<file path="config.mk">
export PLATFORM = sky130hd
export DESIGN_NAME = esam_seq_ctrl
export DESIGN_NICKNAME = d
export VERILOG_FILES = /design/src/rtl/esam_seq_ctrl.sv
export SDC_FILE = /design/constraint.sdc
export NUM_CORES = 1
export LEC_CHECK = 0
export BUFFER_PORTS_ARGS = -buffer_cell sky130_fd_sc_hd__buf_2
export CAP_MARGIN = 15
export CORE_ASPECT_RATIO = 0.75
export CORE_MARGIN = 4
export CORE_UTILIZATION = 55
export CTS_BUF_LIST = sky130_fd_sc_hd__clkbuf_8
export DETAILED_ROUTE_END_ITERATION = 10
export HOLD_SLACK_MARGIN = 0.15
export PLACE_DENSITY = 0.76
export REMOVE_ABC_BUFFERS = 1
export SYNTH_ARGS = -nofsm -noshare
export SYNTH_HDL_FRONTEND = slang
export SYNTH_SLANG_ARGS = --single-unit
</file>
<file path="constraint.sdc">
create_clock -name fpga_clk -period 3.13 [get_ports fpga_clk]
set_input_delay 0.1565 -clock fpga_clk [delete_from_list [all_inputs] [get_ports fpga_clk]]
set_output_delay 0.1565 -clock fpga_clk [all_outputs]
set_load 0.05 [all_outputs]
</file>
<file path="src/rtl/esam_seq_ctrl.sv">
// ESAM smart-card sequencer: power-up, warm reset and deactivation driven by CTRL/IRQ bus writes.
// A command in the wr_stb cycle changes state on the next edge; abort_in forces deactivation after a 2-flop sync.
module esam_seq_ctrl #(
   parameter int T_VCC = 2400,
   parameter int T_RST = 268800,
   parameter int T_OFF = 240
) (
   input  logic       fpga_clk,
   input  logic       sys_reset_n,
   input  logic       reg_cs,
   input  logic       reg_addr,
   input  logic       nwe,
   input  logic [7:0] wr_data,
   output logic [7:0] rd_data,
   input  logic       abort_in,
   output logic       esam_pwr_on,
   output logic       esam_clk_en,
   output logic       esam_io_en,
   output logic       esam_rst_n,
   output logic       busy,
   output logic       irq_out
);

   typedef enum logic [2:0] {
      S_OFF     = 3'd0,
      S_VCC_UP  = 3'd1,
      S_CLK_UP  = 3'd2,
      S_ACTIVE  = 3'd3,
      S_WARM    = 3'd4,
      S_DEA_RST = 3'd5,
      S_DEA_CLK = 3'd6
   } state_t;

   // Each timed state runs for its load value + 1 cycles, exiting on count 0.
   localparam logic [18:0] LD_VCC = 19'(T_VCC - 1);
   localparam logic [18:0] LD_RST = 19'(T_RST - 1);
   localparam logic [18:0] LD_OFF = 19'(T_OFF - 1);

   // {pwr, clk, io, rst_n, busy}
   function automatic logic [4:0] decode(input state_t s);
      case (s)
         S_OFF:     decode = 5'b0000_0;
         S_VCC_UP:  decode = 5'b1000_1;
         S_CLK_UP:  decode = 5'b1110_1;
         S_ACTIVE:  decode = 5'b1111_0;
         S_WARM:    decode = 5'b1110_1;
         S_DEA_RST: decode = 5'b1110_1;
         S_DEA_CLK: decode = 5'b1000_1;
         default:   decode = 5'b0000_0;
      endcase
   endfunction

   state_t      state;
   logic [18:0] cnt;
   logic [4:0]  out_q;
   logic        irq_pend;
   logic        irq_en;
   logic        abort_m;
   logic        abort_s;
   logic        we_q;
   logic        we_q2;
   logic        wr_stb;
   logic        wr_ctrl;
   logic        wr_irq;
   logic        act_cmd;
   logic        deact_cmd;
   logic        warm_cmd;
   logic        irq_clr;
   logic        cnt_zero;
   logic        unused_wr_bits;

   assign unused_wr_bits = ^wr_data[7:3];

   always_ff @(posedge fpga_clk or negedge sys_reset_n) begin
      if (!sys_reset_n) begin
         abort_m <= 1'b0;
         abort_s <= 1'b0;
         we_q    <= 1'b0;
         we_q2   <= 1'b0;
      end else begin
         abort_m <= abort_in;
         abort_s <= abort_m;
         we_q    <= reg_cs & ~nwe;
         we_q2   <= we_q;
      end
   end

   // One pulse per bus write no matter how long nwe stays low.
   assign wr_stb  = we_q & ~we_q2;
   assign wr_ctrl = wr_stb & ~reg_addr;
   assign wr_irq  = wr_stb & reg_addr;

   // DEACT beats ACT beats WARM within a single write.
   assign deact_cmd = (wr_ctrl & wr_data[1]) | abort_s;
   assign act_cmd   = wr_ctrl & wr_data[0] & ~wr_data[1];
   assign warm_cmd  = wr_ctrl & wr_data[2] & ~wr_data[1] & ~wr_data[0];
   assign irq_clr   = wr_irq & wr_data[0];
   assign cnt_zero  = (cnt == 19'd0);

   always_ff @(posedge fpga_clk or negedge sys_reset_n) begin
      if (!sys_reset_n) begin
         state    <= S_OFF;
         cnt      <= 19'd0;
         out_q    <= 5'b0;
         irq_pend <= 1'b0;
      end else begin
         // Clear first so any pend set later in this block wins.
         if (irq_clr) irq_pend <= 1'b0;
         if (!cnt_zero) cnt <= cnt - 19'd1;
         case (state)
            S_OFF: begin
               if (act_cmd && !abort_s) begin
                  state <= S_VCC_UP;
                  cnt   <= LD_VCC;
                  out_q <= decode(S_VCC_UP);
               end
            end
            S_VCC_UP: begin
               if (deact_cmd) begin
                  state <= S_DEA_CLK;
                  cnt   <= LD_OFF;
                  out_q <= decode(S_DEA_CLK);
               end else if (cnt_zero) begin
                  state <= S_CLK_UP;
                  cnt   <= LD_RST;
                  out_q <= decode(S_CLK_UP);
               end
            end
            S_CLK_UP, S_WARM: begin
               if (deact_cmd) begin
                  state <= S_DEA_RST;
                  cnt   <= LD_OFF;
                  out_q <= decode(S_DEA_RST);
               end else if (cnt_zero) begin
                  state    <= S_ACTIVE;
                  cnt      <= 19'd0;
                  out_q    <= decode(S_ACTIVE);
                  irq_pend <= 1'b1;
               end
            end
            S_ACTIVE: begin
               if (deact_cmd) begin
                  state <= S_DEA_RST;
                  cnt   <= LD_OFF;
                  out_q <= decode(S_DEA_RST);
               end else if (warm_cmd) begin
                  state <= S_WARM;
                  cnt   <= LD_RST;
                  out_q <= decode(S_WARM);
               end
            end
            S_DEA_RST: begin
               if (cnt_zero) begin
                  state <= S_DEA_CLK;
                  cnt   <= LD_OFF;
                  out_q <= decode(S_DEA_CLK);
               end
            end
            S_DEA_CLK: begin
               if (cnt_zero) begin
                  state    <= S_OFF;
                  cnt      <= 19'd0;
                  out_q    <= decode(S_OFF);
                  irq_pend <= 1'b1;
               end
            end
            default: begin
               state <= S_OFF;
               cnt   <= 19'd0;
               out_q <= decode(S_OFF);
            end
         endcase
      end
   end

   always_ff @(posedge fpga_clk or negedge sys_reset_n) begin
      if (!sys_reset_n) begin
         irq_en <= 1'b0;
      end else if (wr_irq) begin
         irq_en <= wr_data[1];
      end
   end

   assign esam_pwr_on = out_q[4];
   assign esam_clk_en = out_q[3];
   assign esam_io_en  = out_q[2];
   assign esam_rst_n  = out_q[1];
   assign busy        = out_q[0];
   assign irq_out     = irq_pend & irq_en;

   always_comb begin
      rd_data = 8'h00;
      if (reg_cs) begin
         if (reg_addr)
            rd_data = {6'b0, irq_en, irq_pend};
         else
            rd_data = {2'b0, state, busy, (state == S_ACTIVE), abort_s};
      end
   end

endmodule

</file>
# == After elaboration in Yosys (flattened, before gate mapping) ==
# Cells that the tools add are included.
# word_totals
ff_bits,33
in_bits,14
output_inout_bits,14
elab_cells,82
# classes
add_sub_neg,1
eq_ne,12
mux,36
bitwise_logic,18
n_reduce_logical,6
# op_table
operator,count
2-to-1 mux 19 bit,9
case mux 19 bit (6 select lines),1
2-to-1 mux 5 bit,9
case mux 5 bit (6 select lines),1
2-to-1 mux 3 bit,9
zero test 19 bit,1
"subtractor 19 x 1 -> 19 bit, second input constant",1
case mux 3 bit (6 select lines),1
bitwise AND 1 bit,12
"== test 3 bit, second input constant",3
"inequality test 3 bit, second input constant",3
2-to-1 mux 8 bit,1
"== test 3 x 2 -> 1 bit, second input constant",2
2-to-1 mux 6 bit,1
"inequality test 2 bit, second input constant",3
AND reduction 6 bit,1
NOT 1 bit,5
"== test 3 x 1 -> 1 bit, second input constant",1
zero test 3 bit,1
2-to-1 mux 1 bit,3
case mux 1 bit (2 select lines),1
OR reduction 2 bit,1
logical AND 1 bit,1
zero test 1 bit,1
bitwise OR 1 bit,1

# == Longest topological paths before layout ==
# logic_depth
depth_word,9
ltp_mapped,11
mapped_depth_nobuf,11

# == Worst setup path before layout ==
# No wires, ideal clock.
# synth_timing
path_type,register to register
start,register cnt[11]
end,register cnt[0]
setup_time_ns,0.083
arrival_time_ns,2.419
required_time_ns,3.047
path_slack_ns,0.629
stages_incl_launch_ff,11
n_path_buf,0
period_less_slack_ns,2.501
path_cell_list,dfrtp_1 > or4_4 > or4_4 > nor2_8 > inv_4 > ha_1 > nand2_1 > o21ai_0 > a22oi_1 > o21ai_0 > o21ai_0
# synth_via
elab_chain_cells,5
word_cells_on_any_way,11
classes_between,mux (10); reduce/logical (1)
# synth_rtl
element,line_no,rtl
"start, declared",54,logic [18:0] cnt;
"start signal, assigned",109,if (!cnt_zero) cnt <= cnt - 19'd1;
zero test 19 bit *,98,assign cnt_zero = (cnt == 19'd0);
2-to-1 mux 19 bit,109,
2-to-1 mux 19 bit (on tied branches),--,
2-to-1 mux 19 bit (on tied branches),"142, 119, 130",
case mux 19 bit (6 select lines) *,110,case (state)
# Mark *: on every way between the ends. The rest lies on a longest branch, timed or not.
# A chain may end at the register's enable or synchronous reset.

# == Worst setup path in the final report ==
# Same ends and word-level chain as after synthesis.

==> results.md <==
* Status: completed
* Tot Pwr at 2.22 mW
* Placed Area at 2430 sq um
* Most frequent cells in the layout: dfrtp_1 (32), o21ai_0 (21), buf_2 (20)
* R2r setup slk at 0.33 ns
* NetSw at 1.10 mW
* DRC at 0
* Initial Util at 57.3%
* Drt via density at 6.34
* Ys flop type: dfrtp_1
* Final Max Slew Viols at 0
* Largest net degree at the start of global routing at 33
* Crit path time final at 2.80 ns
* Core Area at 4080 sq um
* Clk Latency, worst-skew pair at 0.30 ns
* Avg Cell Area, Syn at 8.92 sq um
* Routed vias at 2123
* Final instance area at 2580 sq um
* Critical Path AT at 3.02 ns
* Share of layout cells above drive strength 1 at 17.5%
* Least-Margin Pin Slew at 0.713 ns
* First-pass GRT wire length at 9500 um
* Die X-Extent at 83.3 um
* HPWL after detailed placement at 4220 um
* Gr ovfl total at 0
* Slew HR at 52.3%
* Pwr per Cell Area at 862 nW/um^2
* DRT antenna net count at 0
* Number of H-tree levels at 2
* Num ports at 28
* Most common cell after layout, fill and taps aside: dfrtp_1
* Placer congestion estimate at 0.903
* Tcrit/Tclk final at 89.6%
* Seq/Total Area, Yosys at 34.3%
* Number of DRC markers in iteration 0 at 279
* YS warnings at 0
* Combinational Power Share at 56.9%
* Synth top area share at 34.3%
* Die area at 5360 sq um
* Cell variety after synth at 67
* Most area-hungry cell type in the Yosys netlist: dfrtp_1
* Post-Syn Instances at 262
* Top post-synthesis cells by area: dfrtp_1 (34%), o21ai_0 (4.5%), xnor2_1 (4.1%)
* Layout net count at 297
* Critical path peak fanout at 11
* Max incr delay on CP at 0.63 ns
* Clock slew seen by the registers of the worst setup and hold paths at 0.07 ns
* CTS Sinks at 32
* Switching power share of the total at 49.6%
* Clock group share of total power at 15.0%
* Worst hold path class: in -> reg
* DRT Wirelength at 5820 um
* Worst path most repeated cell: o21ai_0
* Clk buf depth at 2
* Post-Syn Area at 2340 sq um
* Gates resized, CTS repair at 0
* Port bufs at 20
* Total CTS buffers at 5
* Worst path cell trace: or4_4 > or4_4 > nor2_8 > inv_4 > ha_1 > nand2_1 > o21ai_0 > a22oi_1 > o21ai_0 > o21ai_0
* TritonCTS clock tree: built
* Final Setup Violations at 0
* Unrepaired setup endpoints after global routing: no
* EDFF count, synth at 0
* Rows at 20
* Die Height at 64.4 um
* Max Cap Viol at 0
* Sequential power share at 28.1%
* Total track usage at 22.5%
* Fin Setup TNS at 0 ns
* Critical path's slowest cell: or4_4
* Root Buffer: clkbuf_8
* Fmax at 357 MHz
* Hold Buf Count CTS at 4
* Pleak at 1.04 nW
* FILL cells at 349
* Diode count at 0
* Wire per inst at 17.4 um
* Setup bufs post-CTS at 0
* Ys async rst share at 100%
* Initial antenna violation count at 0
* VDD IR max at 0.855 mV
* Area Overhead vs Synth at 10.3%
* #FFs+latches synth at 32
* Int Power at 1.12 mW
* Startpoint types: flip-flop
* Clk_skew at 0.00999 ns
* Final hold viol count at 0
* CP endpoint kind: flip-flop
* Critical path required time at 3.35 ns
* DR pass1 iterations at 5
* Critical path type: reg -> reg
* Vias in the first global route at 1871
[sequential cells by signal, summed over array words and instances (netlist names)]
signal,count
abort_m,1
abort_s,1
cnt,19
irq_en,1
irq_pend,1
out_q,4
state,3
we_q,1
we_q2,1
[cell families after synthesis]
kind of cell | count (synthesis) | synth area share, %
AOI/OAI and AO/OA | 81 | 25.9
xor gates and xnor gates | 16 | 6.00
adders and majority gates | 6 | 3.00
buffers and inverters | 33 | 7.02
DFF | 32 | 34.3
muxes | 5 | 2.36
other | 1 | 0.161
and+or+nand+nor | 88 | 21.3
[routing by layer]
metal / track usage, % / part of all wire (%) / vias up / routed length, um
met5: 0 / 0 / - / 0
met4: 5.31 / 1.2 / 0 / 72
met3: 7.12 / 9.2 / 7 / 537
met2: 31.9 / 42 / 114 / 2450
met1: 33.1 / 47 / 999 / 2760
li1: - / - / 1003 / -
[worst max-delay path, delay by kind of cell, from the launching register on]
kind                       cells  cell delay [ns]
and+or+nand+nor                4             1.51
DFF                            1             0.42
AOI/OAI and AO/OA              4             0.47
adders and majority gates      1             0.22
buffers and inverters          1             0.11
[metrics by stage]
stage          hold slack (ns)  utilization, %  setup slack [ns]  instances
2_1_floorplan           -0.139               -             0.472        241
3_3_place_gp             0.247            59.7             0.394        322
3_5_place_dp             0.256            59.7             0.339        322
4_1_cts                  0.154            62.9             0.325        334
5_1_grt                  0.261            63.2             0.139        335
6_report                 0.245            63.2             0.326        335
[power by group through the flow]
| stage | Sequential [mW] | Combinational (mW) | Clock [mW] |
|---|---|---|---|
| after floorplan | 0.784 | 0.727 | 0 |
| after global placement | 0.625 | 1.22 | 0 |
| after detailed placement | 0.630 | 1.23 | 0 |
| after CTS | 0.622 | 1.24 | 0.335 |
| after global routing | 0.639 | 1.36 | 0.356 |
| final | 0.624 | 1.26 | 0.332 |
[synthesized netlist by cell type (5+ instances only)]
master,number
and2_1,8
xor2_1,5
nor2_1,19
nor3_1,5
clkbuf_1,12
dfrtp_1,32
a21oi_1,11
xnor2_1,11
nand2_1,17
nand3_1,10
inv_1,10
nor4_1,9
o21ai_0,21
[final cells by class]
type,instances,area (sq um),area share (%)
Clock buffer,5,68.8,2.67
Multi-Input combinational cell,198,1380,53.4
Sequential cell,32,801,31.1
Inverter,11,43.8,1.70
Clock inverter,3,23.8,0.923
Tap cell,55,68.8,2.67
Timing Repair Buffer,31,195,7.58
[worst paths after layout]
check / from / endpoint / cells past startpoint
max: cnt[11] / cnt[0] / 10
min: wr_data[0] / irq_pend / 4
max reg2reg: cnt[11] / cnt[0] / 10
min reg2reg: abort_m / abort_s / 0
max in group asynchronous: sys_reset_n / cnt[10] / 2
min in group asynchronous: sys_reset_n / irq_pend / 2
(Power assumes the default switching activity.)
